### src/rtl/layer5_argmax_ctrl_pkg.sv
// Shared types and sizing for the layer-5 argmax controller and its MAC datapath.
package layer5_pkg;

  localparam int N_IN   = 64;
  localparam int N_CLS  = 10;
  localparam int DATA_W = 8;
  localparam int ACC_W  = 24;
  localparam int PROD_W = 2 * DATA_W;
  localparam int X_AW   = 6;
  localparam int W_AW   = 10;
  localparam int CLS_W  = 4;
  localparam int CNT_W  = 14;

  typedef enum logic [2:0] {
    ST_IDLE  = 3'd0,
    ST_RUN   = 3'd1,
    ST_DRAIN = 3'd2,
    ST_CMP   = 3'd3,
    ST_OUT   = 3'd4
  } state_t;

endpackage

### src/rtl/layer5_argmax_ctrl_if.sv
// Read ports into the layer-4 activation buffer and the layer-5 weight ROM.
// Both memories return data one cycle after the strobe; there is no backpressure.
interface layer5_argmax_ctrl_if;
  import layer5_pkg::*;

  logic                     x_en;
  logic [X_AW-1:0]          x_addr;
  logic signed [DATA_W-1:0] x_data;
  logic                     w_en;
  logic [W_AW-1:0]          w_addr;
  logic signed [DATA_W-1:0] w_data;

  modport master (
    output x_en, x_addr, w_en, w_addr,
    input  x_data, w_data
  );

  modport slave (
    input  x_en, x_addr, w_en, w_addr,
    output x_data, w_data
  );
endinterface

### src/rtl/layer5_argmax_ctrl_mac_acc.sv
// Signed 8x8 multiply feeding a 24-bit accumulator; 'first' restarts the sum
// with the current product instead of adding to the previous class's total.
module mac_acc
  import layer5_pkg::*;
(
  input  logic                     clk_i,
  input  logic                     rstn_i,
  input  logic                     en,
  input  logic                     first,
  input  logic signed [DATA_W-1:0] a,
  input  logic signed [DATA_W-1:0] b,
  output logic signed [ACC_W-1:0]  acc
);

  logic signed [PROD_W-1:0] prod;
  logic signed [ACC_W-1:0]  prod_ext;

  assign prod     = a * b;
  assign prod_ext = {{(ACC_W-PROD_W){prod[PROD_W-1]}}, prod};

  always_ff @(posedge clk_i or negedge rstn_i) begin
    if (!rstn_i) begin
      acc <= '0;
    end else if (en) begin
      acc <= first ? prod_ext : acc + prod_ext;
    end
  end

endmodule

### src/rtl/layer5_argmax_ctrl.sv
// Layer-5 controller: computes 10 dot products of 64 terms each and reports
// the index and value of the largest (lowest index wins ties).
module layer5_argmax_ctrl
  import layer5_pkg::*;
#(
  parameter int N_IMG = 10000
) (
  input  logic                    clk_i,
  input  logic                    rstn_i,
  // start_i is a single-cycle pulse with no ready: it is taken only in IDLE and
  // silently dropped otherwise; valid_o is a single-cycle pulse with no ready.
  input  logic                    start_i,
  layer5_argmax_ctrl_if.master    mem,
  output logic                    busy_o,
  output logic                    valid_o,
  output logic [CLS_W-1:0]        class_o,
  output logic signed [ACC_W-1:0] score_o,
  output logic [CNT_W-1:0]        img_cnt_o,
  output logic                    all_done_o,
  output state_t                  dbg_state
);

  state_t                  state;
  logic [CLS_W-1:0]        k;
  logic [X_AW-1:0]         n;
  logic                    prod_vld;
  logic                    prod_first;
  logic signed [ACC_W-1:0] acc;
  logic signed [ACC_W-1:0] best;
  logic [CLS_W-1:0]        best_idx;

  assign dbg_state = state;

  mac_acc u_mac (
    .clk_i  (clk_i),
    .rstn_i (rstn_i),
    .en     (prod_vld),
    .first  (prod_first),
    .a      (mem.x_data),
    .b      (mem.w_data),
    .acc    (acc)
  );

  always_ff @(posedge clk_i or negedge rstn_i) begin
    if (!rstn_i) begin
      state      <= ST_IDLE;
      k          <= '0;
      n          <= '0;
      prod_vld   <= 1'b0;
      prod_first <= 1'b0;
      best       <= '0;
      best_idx   <= '0;
      mem.x_en   <= 1'b0;
      mem.x_addr <= '0;
      mem.w_en   <= 1'b0;
      mem.w_addr <= '0;
      busy_o     <= 1'b0;
      valid_o    <= 1'b0;
      class_o    <= '0;
      score_o    <= '0;
      img_cnt_o  <= '0;
      all_done_o <= 1'b0;
    end else begin
      valid_o    <= 1'b0;
      all_done_o <= 1'b0;
      // Memory data lands one cycle after the strobe, so the MAC enable trails it.
      prod_vld   <= mem.x_en;
      prod_first <= mem.x_en && (mem.x_addr == '0);

      case (state)
        ST_IDLE: begin
          busy_o <= start_i;
          if (start_i) begin
            state      <= ST_RUN;
            k          <= '0;
            n          <= '0;
            mem.x_en   <= 1'b1;
            mem.x_addr <= '0;
            mem.w_en   <= 1'b1;
            mem.w_addr <= '0;
          end
        end

        ST_RUN: begin
          if (n == X_AW'(N_IN - 1)) begin
            state    <= ST_DRAIN;
            mem.x_en <= 1'b0;
            mem.w_en <= 1'b0;
          end else begin
            n          <= n + 6'd1;
            mem.x_addr <= n + 6'd1;
            mem.w_addr <= {k, n + 6'd1};
          end
        end

        ST_DRAIN: state <= ST_CMP;

        ST_CMP: begin
          if (k == '0 || acc > best) begin
            best     <= acc;
            best_idx <= k;
          end
          if (k == CLS_W'(N_CLS - 1)) begin
            state <= ST_OUT;
          end else begin
            state      <= ST_RUN;
            k          <= k + 4'd1;
            n          <= '0;
            mem.x_en   <= 1'b1;
            mem.x_addr <= '0;
            mem.w_en   <= 1'b1;
            mem.w_addr <= {k + 4'd1, 6'd0};
          end
        end

        ST_OUT: begin
          // busy_o stays high through the valid_o cycle and drops in IDLE.
          state   <= ST_IDLE;
          k       <= '0;
          class_o <= best_idx;
          score_o <= best;
          valid_o <= 1'b1;
          if (({18'd0, img_cnt_o} + 32'd1) == 32'(N_IMG)) begin
            img_cnt_o  <= '0;
            all_done_o <= 1'b1;
          end else begin
            img_cnt_o <= img_cnt_o + 14'd1;
          end
        end

        default: state <= ST_IDLE;
      endcase
    end
  end

endmodule

### src/flat_wrapper.sv
// flat-port wrapper written by rule: the top's interface ports become plain ports
module layer5_argmax_ctrl_flat import layer5_pkg::*;
#(
  parameter int N_IMG = 10000
)
  (clk_i, rstn_i, start_i, busy_o, valid_o, class_o, score_o, img_cnt_o, all_done_o, dbg_state, mem_x_en, mem_x_addr, mem_w_en, mem_w_addr, mem_x_data, mem_w_data);
  layer5_argmax_ctrl_if mem_i ();
  input  logic clk_i;
  input  logic rstn_i;
  input  logic start_i;
  output logic busy_o;
  output logic valid_o;
  output logic [CLS_W-1:0] class_o;
  output logic signed [ACC_W-1:0] score_o;
  output logic [CNT_W-1:0] img_cnt_o;
  output logic all_done_o;
  output state_t dbg_state;
  output wire logic [$bits(mem_i.x_en)-1:0] mem_x_en;
  output wire logic [$bits(mem_i.x_addr)-1:0] mem_x_addr;
  output wire logic [$bits(mem_i.w_en)-1:0] mem_w_en;
  output wire logic [$bits(mem_i.w_addr)-1:0] mem_w_addr;
  input wire logic [$bits(mem_i.x_data)-1:0] mem_x_data;
  input wire logic [$bits(mem_i.w_data)-1:0] mem_w_data;
  assign mem_x_en = mem_i.x_en;
  assign mem_x_addr = mem_i.x_addr;
  assign mem_w_en = mem_i.w_en;
  assign mem_w_addr = mem_i.w_addr;
  assign mem_i.x_data = mem_x_data;
  assign mem_i.w_data = mem_w_data;
  layer5_argmax_ctrl #(.N_IMG(N_IMG)) u_core (.clk_i(clk_i), .rstn_i(rstn_i), .start_i(start_i), .mem(mem_i), .busy_o(busy_o), .valid_o(valid_o), .class_o(class_o), .score_o(score_o), .img_cnt_o(img_cnt_o), .all_done_o(all_done_o), .dbg_state(dbg_state));
endmodule
### config.mk
export PLATFORM = sky130hd
export DESIGN_NAME = layer5_argmax_ctrl_flat
export DESIGN_NICKNAME = d
export VERILOG_FILES = /design/src/rtl/layer5_argmax_ctrl_pkg.sv /design/src/rtl/layer5_argmax_ctrl_if.sv /design/src/rtl/layer5_argmax_ctrl_mac_acc.sv /design/src/rtl/layer5_argmax_ctrl.sv /design/src/flat_wrapper.sv
export SDC_FILE = /design/constraint.sdc
export NUM_CORES = 1
export LEC_CHECK = 0
export CORE_MARGIN = 1.5
export CORE_UTILIZATION = 45
export DETAILED_ROUTE_END_ITERATION = 12
export GPL_TIMING_DRIVEN = 1
export PLACE_DENSITY_LB_ADDON = 0.2
export RECOVER_POWER = 25
export SLEW_MARGIN = 10
export SYNTH_ARGS = -nofsm -noshare
export SYNTH_HDL_FRONTEND = slang
export SYNTH_SLANG_ARGS = --single-unit
### constraint.sdc
create_clock -name clk_i -period 7.7 [get_ports clk_i]
set_input_delay 0.77 -clock clk_i [delete_from_list [all_inputs] [get_ports clk_i]]
set_output_delay 0.77 -clock clk_i [all_outputs]
set_load 0.005 [all_outputs]
## After elaboration in Yosys (flattened, before gate mapping)

Cells that the tools add are included.
Widths: inputs -> output; s select.

- Register bits after elaboration: 123
- Input port bits: 19
- Output and inout port bits: 66
- Word-level logic and storage cells: 70

- $add $sub $neg: 5
- $mul: 1
- Order comparisons: 1
- Equality and inequality tests: 11
- Muxes and demuxes: 24
- Reductions and logical operators: 12

Operator list:

| kind | number |
|---|---|
| $eq 32x14->1 const B | 1 |
| $mux 10 | 3 |
| $pmux 10 s3 | 1 |
| $add 24x16->24 | 1 |
| $gt 24x24->1 | 1 |
| $mux 24 | 1 |
| $mux 6 | 3 |
| $pmux 6 s3 | 1 |
| $mul 8x8->16 | 1 |
| $add 14x1->15 const B | 1 |
| $add 14x1->14 const B | 1 |
| $mux 14 | 1 |
| $pmux 3 s4 | 1 |
| $pmux 4 s3 | 1 |
| $mux 3 | 3 |
| $mux 4 | 2 |
| $reduce_and 4->1 | 2 |
| $add 6x1->6 const B | 1 |
| $eq 3x2->1 const B | 2 |
| $eq 6x6->1 const B | 1 |
| $logic_not 6->1 | 1 |
| $mux 1 | 6 |
| $ne 2x2->1 const B | 3 |
| $reduce_bool 3->1 | 2 |
| other kinds (12) | 13 |

## Longest topological paths before layout

Gate-level depths: netlist (run 1).

- Depth after elaboration: 4
- Depth in mapped cells: 27
- Depth with buffers taken out: 27

## Hierarchy

A second synthesis (run 1) with hierarchy kept.

- Cell total of the unflattened synthesis: 1014
- Area, all modules: 9724.3 µm²

By module, submodules not included:

| module | times used | cells an instance | area an instance (µm²) | seq. area each (µm²) |
|---|---|---|---|---|
| layer5_argmax_ctrl | 1 | 473 | 4972.3 | 2427.3 |
| mac_acc | 1 | 541 | 4752.1 | 600.6 |

## Worst setup path after synthesis (run 1)

Ideal clock, no wire load.

- Path kind: input-to-reg
- Start point: in mem_w_data[3]
- End point: reg u_core.u_mac.acc[23]
- Library setup time: 0.152 ns
- Data arrival time: 6.393 ns
- Data required time: 7.548 ns
- Slack: 1.155 ns
- Cell stages on the path: 25
- Buffers on the path: 1
- Cell sequence: and2_1 -> fa_1 -> inv_1 -> fa_1 -> inv_1 -> fa_1 -> inv_1 -> fa_1 -> inv_1 -> ha_1 -> a21oi_1 -> o22ai_1 -> o41ai_2 -> xnor2_2 -> ha_1 -> clkbuf_1 -> a21oi_1 -> o21ai_0 -> a21o_1 -> a211oi_1 -> nor2_1 -> a211o_1 -> o21a_1 -> o32ai_1 -> a31oi_1

- Word-level cells in the longest chain between the ends: 3

RTL lines:

| element | RTL line | RTL |
|---|---|---|
| start, declared | flat_wrapper.sv:23 | `input wire logic [$bits(mem_i.w_data)-1:0] mem_w_data;` |
| $mul 8x8->16 * | layer5_argmax_ctrl_mac_acc.sv:18 | `assign prod = a * b;` |
| $add 24x16->24 | layer5_argmax_ctrl_mac_acc.sv:25 | `acc <= first ? prod_ext : acc + prod_ext;` |
| $mux 24 * | layer5_argmax_ctrl_mac_acc.sv:25 |  |
| end signal, assigned | layer5_argmax_ctrl_mac_acc.sv:25 |  |
| end, declared | layer5_argmax_ctrl_mac_acc.sv:12 | `output logic signed [ACC_W-1:0] acc` |

Every way passes the cells marked *; elsewhere a longest branch is shown, timed or not.
A chain may end at the register's enable or synchronous reset.

## Final worst setup path (run 1)

Same ends and word-level chain as after synthesis.

==> results of run 1 <==
critical path, stage by stage:
cell and delay (ns):
clkdlybuf4s50_1 0.57, and2_1 0.29, fa_1 0.62, inv_1 0.15, fa_1 0.54, inv_1 0.05, fa_1 0.53, inv_1 0.05
fa_1 0.53, inv_1 0.04, ha_1 0.34, a21oi_1 0.20, o22ai_1 0.14, o41ai_2 0.33, xnor2_2 0.23, buf_4 0.22
ha_1 0.29, a21oi_1 0.15, o21ai_0 0.10, a21o_1 0.19, a211oi_1 0.22, nor2_1 0.07, a211o_1 0.32, o21a_1 0.18
o32ai_1 0.12, a31oi_1 0.07
synthesized netlist by cell type, types with 3 or more instances:
cell type  number
nand2_1       158
inv_1         128
dfrtp_1       123
o21ai_0        96
ha_1           84
nor2_1         63
fa_1           56
a21oi_1        51
clkbuf_1       49
and2_1         46
nand3_1        41
a31oi_1        32
xnor2_1        32
a21o_1         25
o311ai_0       19
nand4_1        17
xor2_1         15
nand2b_1       14
nor2b_1        12
nor3_1         11
o211ai_1        9
o22ai_1         9
o31ai_1         9
and3_1          8
o21a_1          8
o311ai_1        7
a211oi_2        5
a211oi_1        4
mux2_2          4
mux2i_1         4
nand3b_1        4
buf_1           3
buf_2           3
o21bai_1        3
placed cells by master, fill, tap and decap left out, drive strengths merged, types with 41 or more instances in the layout:
cell type and count:
clkdlybuf4s50 83, inv 129, fa 56, a21oi 53, nand3 41, nand2 159, dfrtp 123, ha 84
nor2 64, and2 46, o21ai 98
state kept, by name, summed over array words and instances, names as in the netlist:
signal / flops
u_core.mem.x_addr: 6
u_core.all_done_o: 1
u_core.u_mac.acc: 24
u_core.best: 24
u_core.score_o: 24
u_core.mem.w_en: 1
u_core.k: 4
u_core.valid_o: 1
u_core.dbg_state: 3
u_core.mem.w_addr: 10
u_core.busy_o: 1
u_core.prod_vld: 1
u_core.img_cnt_o: 14
u_core.best_idx: 4
u_core.prod_first: 1
u_core.class_o: 4
metrics by stage:
step	cell area [µm²]	std cells	util (%)	worst slack, ns	hold slack (ns)
6_report	11900	1548	52.9	0.666	0.468
5_1_grt	11900	1548	52.9	0.233	0.497
4_1_cts	11900	1548	53.0	0.651	0.457
3_5_place_dp	11300	1516	50.4	0.238	0.462
3_3_place_gp	11300	1516	50.4	0.357	0.455
2_1_floorplan	10300	1197	-	1.15	0.422
area by class of cell:
type / count / area share [%]
Multi-Input combinational cell: 888 / 54.7
Sequential cell: 123 / 25.8
Timing Repair Buffer: 92 / 7.48
Inverter: 128 / 4.03
Clock buffer: 19 / 3.72
Tap cell: 285 / 2.99
Clock inverter: 13 / 1.21
path summary, 6_finish.rpt:
check	endpoint	cells past startpoint	slack [ns]
hold reg to reg	u_core.class_o[0]	2	0.47
max in group asynchronous	u_core.u_mac.acc[20]	2	4.11
setup reg to reg	u_core.img_cnt_o[9]	7	3.63
min in group asynchronous	u_core.class_o[1]	1	1.44
hold / removal	u_core.class_o[0]	2	0.47
setup / recovery	u_core.u_mac.acc[23]	26	0.67
cell families (layout without fill, tap and decap cells):
kind of cell / count (synthesis) / count (layout) / synth area share, %
and+or+nand+nor: 388 / 388 / 17.9
DFF: 123 / 123 / 29.9
buffers and inverters: 186 / 252 / 7.01
AOI/OAI and AO/OA: 304 / 304 / 19.1
adders and majority gates: 140 / 140 / 21.1
xor gates and xnor gates: 48 / 48 / 4.16
muxes: 8 / 8 / 0.827
metal layers:
metal,vias to the layer above,GRT usage (%),wire (µm)
met5,-,0,0
met4,0,5.22,213
met3,17,3.03,616
met2,114,32.9,10900
met1,4172,29.1,11300
li1,4234,-,-
==> metrics.md, run 1 <==
| Metric | Value |
|---|---|
| IO Count | `85` |
| Initial Util | `45.7%` |
| Ys async rst share | `100%` |
| Clk_lat worst skew | `0.43 ns` |
| Max Clock Freq | `0.142 GHz` |
| Hold_buf cts | `0` |
| Buffers on Ports | `84` |
| Synthesis-to-layout area growth | `15.8%` |
| Fillers | `2088` |
| Final setup fails | `0` |
| Core Region | `22500 µm²` |
| Library cells used by synthesis | `66` |
| Hold wc startpoint | `u_core.best_idx[0]` |
| Post-synth EDFFs | `0` |
| Most used DFF post-synth | `dfrtp_1` |
| Synthesized area | `10300 µm²` |
| Final hold violation count | `0` |
| Final estimated routing congestion in global placement | `0.871` |
| WL final | `23.1 mm` |
| Top-area cell type share of the netlist area | `29.9%` |
| Share of layout cells above drive strength 1 | `5.23%` |
| Site row count | `55` |
| Vias per cell | `5.51` |
| GR Overflow Total | `0` |
| ANT nets after route | `0` |
| Max Cap Viol | `2` |
| Syn_nets | `1356` |
| Largest net degree at the start of global routing | `66` |
| Final nets | `1409` |
| TritonRoute pass-1 iters | `5` |
| Critical Path Start | `mem_w_data[3]` |
| Fin crit share | `91.4%` |
| Die width | `154 µm` |
| Post-DP HPWL | `17.3 mm` |
| Hold WC Path Type | `flop to flop` |
| RSZ-0062 raised after global routing | `no` |
| Via Count | `8537` |
| Sequential share of the synthesized area | `29.9%` |
| Sum of negative setup slack | `0 ns` |
| Root Driver | `clkbuf_16` |
| Number of global-route vias before repair | `8096` |
| Slew Viols, Final | `129` |
| Post-CTS setup repair buffer count | `0` |
| Mapped Cells | `1197` |
| Status | `complete, but fails checks` |
| FF+latch count, synth | `123` |
| DRC viols | `0` |
| Slew @ Worst Pin | `3.32 ns` |
| Worst r2r src | `u_core.dbg_state[1]` |
| CP arrival | `7.32 ns` |
| Routed len/inst | `14.9 µm` |
| Multi-input gate area | `6520 µm²` |
| Clock sink count | `123` |
| Failing checks | `max-capacitance violations, max-slew violations` |
| Clock slew at reported path FFs | `0.06 ns` |
| Yosys warnings | `0` |
| Slew margin rel. | `-121%` |
| Max Root-Sink Buffers | `2` |
| Post-cts sizing count | `0` |
| Post-layout minimum cycle time | `7.03 ns` |
| Critical Path Fanout Max | `8` |
| Die height | `154 µm` |
| Seq. cell area | `3080 µm²` |
| Num CTS Buffers | `17` |
| First-pass GRT wire length | `39.8 mm` |
| CTS HTree Levels | `4` |
| Yosys top cell by area | `dfrtp_1` |
| CP required | `7.98 ns` |
| Initial DRC count | `492` |
| CTS tree | `done` |
| Synthesized area per cell | `8.59 µm²` |
| Clock skew | `0.0122 ns` |
| Antenna violations before repair | `0` |
| Diodes inserted | `0` |
| Top post-synthesis cells by area | `dfrtp_1, fa_1, ha_1` |
| Die area | `23800 µm²` |
| Setup CP Type | `primary input to flop` |
| CP endpoint kind | `flop` |
| Worst setup SP type | `primary input` |
| GRT Overall Usage | `20.5%` |
Power of run 1 is left out: the tool's default activity adds up to more than one toggle a clock period on the data nets, which glitch-free logic cannot reach.
==> run 2: changes to the inputs <==
--- a/config.mk
+++ b/config.mk
@@ -5,10 +5,12 @@
 export SDC_FILE = /design/constraint.sdc
 export NUM_CORES = 1
 export LEC_CHECK = 0
+export CORE_ASPECT_RATIO = 1.1
 export CORE_MARGIN = 1.5
 export CORE_UTILIZATION = 45
 export DETAILED_ROUTE_END_ITERATION = 12
 export GPL_TIMING_DRIVEN = 1
+export HOLD_SLACK_MARGIN = 0.12
 export PLACE_DENSITY_LB_ADDON = 0.2
 export RECOVER_POWER = 25
 export SLEW_MARGIN = 10
==> metrics.md, run 2 (synthesized netlist as in run 1, its figures left out) <==
| Metric | Value |
|---|---|
| Status | `complete, but fails checks` |
| Failing checks | `max-capacitance violations, max-slew violations` |
| Hold_buf cts | `0` |
| CP bufs+invs | `5` |
| CP endpoint kind | `flop` |
| Synthesis-to-layout area growth | `15.6%` |
| Hold WC Path Type | `flop to flop` |
| CTS tree | `done` |
| Met3 Usage GRT | `2.09%` |
| Buffers on Ports | `84` |
| Final nets | `1407` |
| Sum of negative setup slack | `0 ns` |
| Diodes inserted | `0` |
| ANT nets after route | `0` |
| Antenna violations before repair | `0` |
| Worst r2r src | `u_core.u_mac.acc[23]` |
| Post-cts sizing count | `0` |
| Max Root-Sink Buffers | `2` |
| Commonest non-fill, non-tap cell in the layout | `nand2_1` |
| Slew Viols, Final | `56` |
| Num CTS Buffers | `17` |
| Post-layout minimum cycle time | `7.26 ns` |
| Routed len/inst | `14.5 µm` |
| Site row count | `57` |
| Post-CTS setup repair buffer count | `0` |
| Max Cap Viol | `1` |
| Final setup fails | `0` |
| Share of layout cells above drive strength 1 | `5.08%` |
| Via Count | `8435` |
| Area after DPL | `11300 µm²` |
| GRT Overall Usage | `19.9%` |
| Clock slew at reported path FFs | `0.06 ns` |
| Clock sink count | `123` |
| Final estimated routing congestion in global placement | `0.822` |
| Post-layout instance area | `11900 µm²` |
| Clk_lat worst skew | `0.41 ns` |
| Flop-to-flop setup slack | `4.47 ns` |
| Root Driver | `clkbuf_16` |
| Initial Util | `46.2%` |
| CP required | `7.96 ns` |
| Non-filler cells, final | `1556` |
| Largest net degree at the start of global routing | `70` |
| IO Count | `85` |
| Initial DRC count | `279` |
| GR Overflow Total | `0` |
| Final hold violation count | `0` |
| Slew margin rel. | `-103%` |
| Fin crit share | `94.3%` |
| Critical Path Start | `mem_w_data[3]` |
| Fillers | `2076` |
| Number of global-route vias before repair | `8190` |
| Crit path max-delay family | `adder cells` |
| Worst path max stage delay | `0.63 ns` |
| Vias per cell | `5.42` |
| Setup CP Type | `primary input to flop` |
| Max Clock Freq | `0.138 GHz` |
| DRC viols | `0` |
| Post-DP HPWL | `16.9 mm` |
| Clock skew | `0.00956 ns` |
| Die width | `147 µm` |
| Top Registers | `u_core.best: 24 flops, u_core.score_o: 24 flops, u_core.u_mac.acc: 24 flops` |
| TritonRoute pass-1 iters | `4` |
| DP Cell Count | `1524` |
| RSZ-0062 raised after global routing | `no` |
| Die area | `23800 µm²` |
| Hold wc startpoint | `u_core.best_idx[1]` |
| Critical Path Fanout Max | `15` |
| Slew @ Worst Pin | `3.04 ns` |
| Critical path's slowest cell | `xnor2_2` |
| Most Used Layer, Global Route | `met2` |
| WL final | `22.6 mm` |
| CP arrival | `7.52 ns` |
| Worst setup SP type | `primary input` |
| GR Layer Usage met2 | `35.1%` |
| Die height | `162 µm` |
| Core Region | `22300 µm²` |
| Met1 Usage GRT | `26.1%` |
| CTS HTree Levels | `4` |
| Most frequent cells in the layout | `nand2_1, inv_1, dfrtp_1` |
| First-pass GRT wire length | `39.3 mm` |
-- run 2: layer usage --
metal	vias up	share of wire, %	wire, µm
li1	4231	-	-
met1	4040	47	10500
met2	146	50	11200
met3	18	2.6	584
met4	0	0.99	223
met5	-	0	0
-- run 2: final timing paths --
check                      cells after the start                   end
min in group asynchronous                      1  u_core.mem.x_addr[2]
min                                            2     u_core.class_o[1]
max in group asynchronous                      2        u_core.best[9]
max                                           25  u_core.u_mac.acc[23]
max reg2reg                                   10       u_core.best[21]
min reg2reg                                    2     u_core.class_o[1]
-- run 2: layout make-up --
type	instances	area [µm²]	area share [%]
inverters	128	480	4.04
multi-input cells	888	6530	54.9
well taps	295	369	3.10
clock buffers	19	443	3.72
repair buffers	90	880	7.40
clock inverters	13	119	0.999
flip-flops and latches	123	3080	25.9
-- run 2: through the flow --
stage,util (%),hold slack (ns),worst slack (ns)
CTS,53.5,0.445,0.444
floorplan,-,0.422,1.15
detailed placement,50.9,0.459,0.0289
finish,53.5,0.468,0.441
global placement,50.9,0.452,0.253
global route,53.5,0.492,0.0567
-- run 2: worst register-to-register path: stages (launching register included) --
cell and delay [ns]:
dfrtp_1 0.47, ha_1 0.35, nand3_1 0.13, nor2_1 0.06, nand2_1 0.17, nor4b_1 0.12, nor3_4 0.64, buf_4 0.58
o21ai_0 0.21, a31oi_1 0.19, o311ai_1 0.13
Power of run 2 is left out for the same reason.
